### src/rtl/sumador_param.sv
// Two-stage pipelined adder/subtractor with internal accumulator,
// wrap-around or saturating results, and per-operation/sticky overflow flags.
module sumador_param #(
  parameter int unsigned WIDTH = 4
) (
  input  logic             clk,
  input  logic             rst,
  input  logic             enb,
  input  logic             valid_in,
  input  logic [1:0]       mode,
  input  logic             sat,
  input  logic [WIDTH-1:0] a,
  input  logic [WIDTH-1:0] b,
  output logic [WIDTH-1:0] c,
  output logic             valid_out,
  output logic             ovf,
  output logic             ovf_sticky
);

  localparam int unsigned RW = WIDTH + 1;

  localparam logic [1:0] MODE_ADD = 2'b00;
  localparam logic [1:0] MODE_SUB = 2'b01;
  localparam logic [1:0] MODE_ACC = 2'b10;
  localparam logic [1:0] MODE_CLR = 2'b11;

  logic [WIDTH-1:0] s1_a;
  logic [WIDTH-1:0] s1_b;
  logic [1:0]       s1_mode;
  logic             s1_sat;
  logic             s1_valid;
  logic [WIDTH-1:0] acc;

  logic [RW-1:0]    res_wide;
  logic [WIDTH-1:0] res;
  logic             res_ovf;

  // Stage-2 arithmetic on the captured operands and the current accumulator.
  always_comb begin
    res_wide = '0;
    res_ovf  = 1'b0;
    case (s1_mode)
      MODE_ADD: begin
        res_wide = RW'(s1_a) + RW'(s1_b);
        res_ovf  = res_wide[WIDTH];
      end
      MODE_SUB: begin
        res_wide = RW'(s1_a) - RW'(s1_b);
        res_ovf  = (s1_a < s1_b);
      end
      MODE_ACC: begin
        res_wide = RW'(acc) + RW'(s1_a);
        res_ovf  = res_wide[WIDTH];
      end
      default: begin
        res_wide = '0;
        res_ovf  = 1'b0;
      end
    endcase

    res = res_wide[WIDTH-1:0];
    // Saturation clamps toward the side the overflow escaped from.
    if (s1_sat && res_ovf) begin
      res = (s1_mode == MODE_SUB) ? '0 : '1;
    end
  end

  always_ff @(posedge clk or negedge rst) begin
    if (!rst) begin
      s1_a       <= '0;
      s1_b       <= '0;
      s1_mode    <= MODE_ADD;
      s1_sat     <= 1'b0;
      s1_valid   <= 1'b0;
      acc        <= '0;
      c          <= '0;
      valid_out  <= 1'b0;
      ovf        <= 1'b0;
      ovf_sticky <= 1'b0;
    end else if (enb) begin
      s1_a     <= a;
      s1_b     <= b;
      s1_mode  <= mode;
      s1_sat   <= sat;
      s1_valid <= valid_in;

      if (s1_valid) begin
        valid_out <= 1'b1;
        c         <= res;
        ovf       <= res_ovf;
        if (s1_mode == MODE_CLR) begin
          acc        <= '0;
          ovf_sticky <= 1'b0;
        end else begin
          ovf_sticky <= ovf_sticky | res_ovf;
          if (s1_mode == MODE_ACC) begin
            acc <= res;
          end
        end
      end else begin
        valid_out <= 1'b0;
      end
    end
  end

endmodule

### config.mk
export PLATFORM = sky130hd
export DESIGN_NAME = sumador_param
export DESIGN_NICKNAME = d
export VERILOG_FILES = /design/src/rtl/sumador_param.sv
export SDC_FILE = /design/constraint.sdc
export NUM_CORES = 1
export LEC_CHECK = 0
export ABC_AREA = 1
export CAP_MARGIN = 40
export CORE_MARGIN = 1
export CORE_UTILIZATION = 30
export DETAILED_ROUTE_END_ITERATION = 8
export PLACE_DENSITY = 0.58
export SYNTH_ARGS = -nofsm -noshare
export SYNTH_HDL_FRONTEND = slang
export SYNTH_SLANG_ARGS = --single-unit
### constraint.sdc
create_clock -name clk -period 1.9 [get_ports clk]
set_input_delay 0.38 -clock clk [delete_from_list [all_inputs] [get_ports clk]]
set_output_delay 0.38 -clock clk [all_outputs]
set_load 0.005 [all_outputs]
==> flow_metrics.env <==
export IMPL_synth_top_family_by_area="simple AND/OR/NAND/NOR gates"
export IMPL_rr_worst_depth=12
export IMPL_via_per_inst=4.74
export IMPL_drtAntennaViolNets=0
export IMPL_final_hold_viol_count=0
export IMPL_synth_fa_ha_area_frac=0.151
export IMPL_clock_skew_final_ps=2.30
export IMPL_top_usage_layer="met2"
export IMPL_fin_total_pwr_mw=1.68
export IMPL_post_route_period_util=0.939
export IMPL_yosys_top_cells_count="58 x nand2_1, 23 x dfrtp_1, 14 x nand3_1"
export IMPL_synth_seq_cells=23
export IMPL_cts_sinks=23
export IMPL_grtUsageMet2=0.221
export IMPL_r2r_start="s1_a[0]"
export IMPL_grt_usage=0.131
export IMPL_grt_pass1_wl_um=5090
export IMPL_muxShareOfSynthArea=0.0568
export IMPL_synth_compound_area_frac=0.0712
export IMPL_place_hpwl_um=2210
export IMPL_intPower_mw=1.07
export IMPL_path_max_fanout=4
export IMPL_grt_overflow=0
export IMPL_clkPwrFrac=0.196
export IMPL_status="complete, no violations"
export IMPL_ys_types=19
export IMPL_routed_via_count=1143
export IMPL_wl_um=2890
export IMPL_switching_share=0.360
export IMPL_yosys_area_share_simple=0.264
export IMPL_tns_ps=0
export IMPL_synth_xor_area_frac=0
export IMPL_die_w_um=70.0
export IMPL_synth_area_mm2=0.00139
export IMPL_dpl_worst_slack_ps=1.79
export IMPL_start_util=0.314
export IMPL_grt_max_degree=24
export IMPL_die_height_um=70.0
export IMPL_start_kind="flip-flop"
export IMPL_multi_input_area_um2=825
export IMPL_io_pins=22
export IMPL_dieArea_mm2=0.00490
export IMPL_yosysSeqAreaShare=0.415
export IMPL_period_needed_ps=1780
export IMPL_synth_edf_count=0
export IMPL_synth_area_top_cells="dfrtp_1 41%, nand2_1 16%, ha_1 11%"
export IMPL_fillers=435
export IMPL_gr_usage_met3=0.0289
export IMPL_fin_ws_ps=115
export IMPL_core_area_mm2=0.00441
export IMPL_routabilityCongestion=0.801
export IMPL_setup_viol=0
export IMPL_htree_levels=1
export IMPL_max_freq_mhz=560
export IMPL_drive_gt1_frac=0.243
export IMPL_cp_end_kind="flip-flop"
export IMPL_clock_latency_ps=270
export IMPL_diodes=0
export IMPL_clkTransAtPathRegs_ps=90
export IMPL_syn_avg_cell_area_um2=8.57
export IMPL_drt_iter0_markers=39
export IMPL_antenna_found_initial=0
export IMPL_hold_slack_ps=461
export IMPL_r2r_slack_ps=120
export IMPL_synthCells=162
export IMPL_ys_flop_type="dfrtp_1"
export IMPL_p_switching_uw=605
export IMPL_async_flop_share=1.00
export IMPL_worstPathRequired_ps=2070
export IMPL_worstPathArrival_ps=1960
export IMPL_netlist_area_leader_share=0.415
export IMPL_grt_pass1_vias=1105
export IMPL_cts_buffers_inserted=3
export IMPL_cts_max_path_buffers=2
export IMPL_max_cap_violations=0
export IMPL_yosys_warnings=0
export IMPL_synth_top_area_cell="dfrtp_1"
export IMPL_final_nets=220
export IMPL_area_growth_pct=30.0
export IMPL_worstHoldPathType="input port to async pin"
export IMPL_seqPwrFrac=0.406
export IMPL_io_buffers=21
export IMPL_worst_slew_pin_slew_ps=316
export IMPL_powerDensity_mw_per_mm2=931
export IMPL_drt_first_pass_iters=4
export IMPL_cts_root_buf="clkbuf_8"
export IMPL_critPathKind="flip-flop to flip-flop"
export IMPL_num_rows=24
export IMPL_syn_nets=192
export IMPL_yosysMostFrequentCell="nand2_1"
export IMPL_p_leak_nw=0.854
export IMPL_final_max_slew_violation_count=0
export IMPL_routedWlPerCell_um=12.0
export IMPL_regArea_um2=577
export IMPL_maxSlewHeadroom=0.789
export IMPL_worst_ir_drop_vdd_mv=0.675
export IMPL_cts_tree="built"
export IMPL_grt_met1_usage=0.173
export IMPL_p_comb_frac=0.398
export IMPL_reg2reg_to="c[2]"
export IMPL_drc=0
## layer usage
metal,part of all wire,up-vias,wire length [µm]
li1,-,582,-
met1,0.48,546,1370
met2,0.49,11,1420
met3,0.026,4,74
met4,0.0069,0,20
met5,0,-,0
## flip-flops by register name (all words and copies together) (netlist names)
signal,count
acc,4
c,4
s1_a,4
s1_b,4
s1_mode,2
ovf,1
ovf_sticky,1
s1_sat,1
s1_valid,1
valid_out,1
## cell type report
cell class,instances,area share
multi-input combinational,124,0.457
sequential,23,0.320
timing repair buffer,25,0.133
tap,52,0.0361
inverter,13,0.0270
clock buffer,3,0.0229
clock inverter,1,0.00416
## stage by stage
step,std cells,area (µm²),util
finish,241,1800,0.409
global route,241,1800,0.409
CTS,239,1720,0.390
detailed placement,235,1670,0.378
global placement,235,1670,0.378
floorplan,162,1390,-
## critical path, stage by stage (launching register included)
cell     delay [ps]
dfrtp_1         420
inv_2            70
ha_2            170
inv_2            50
fa_2            380
nand3_2          80
nand3_2          90
nand3_4         110
nand2_4          70
nand2_1          70
nand2_1          60
nand2_1          70
nand2_1          40
## cell usage in the layout (no fill, tap or decap), drive strengths merged
| master | n |
|---|---|
| inv | 13 |
| buf | 4 |
| fa | 3 |
| clkdlybuf4s50 | 21 |
| nand3 | 17 |
| a21oi | 8 |
| mux2 | 7 |
| nand2 | 61 |
| clkbuf | 3 |
| o211ai | 1 |
| nor2 | 5 |
| or2 | 1 |
| o21ai | 8 |
| clkinvlp | 1 |
| a31oi | 1 |
| dfrtp | 23 |
| ha | 12 |
## cells by family (layout without fill, tap and decap cells)
kind of cell               after synthesis  after routing
buffers and inverters                   15             42
AOI/OAI and AO/OA                       18             18
muxes                                    7              7
adders and majority gates               15             15
and+or+nand+nor                         84             84
DFF                                     23             23
## worst max-delay path by stage
stage               startpoint  endpoint  slack [ps]
CTS                    s1_a[0]    acc[1]          50
global route           s1_a[0]      c[2]         -10
global placement       s1_a[0]      c[3]          50
finish                 s1_a[0]      c[2]         120
floorplan              s1_a[0]      c[2]         220
detailed placement     s1_a[0]      c[3]           2
## what timing repair did
| item | CTS | global route |
|---|---|---|
| pin swaps | 0 | 5 |
| buffers inserted | 0 | 2 |
| hold buffers | 0 | 0 |
| endpoints found under the setup margin | 2 | 9 |
| cloned | 0 | 0 |
| resized for setup | 1 | 22 |
## power by group through the flow
stage	combinational [mW]	sequential, mW	clock (mW)
finish	0.669	0.682	0.330
global route	0.774	0.701	0.357
CTS	0.613	0.679	0.335
detailed placement	0.608	0.687	0
global placement	0.602	0.689	0
floorplan	0.382	0.674	0
Power figures use the tool's default switching activity.
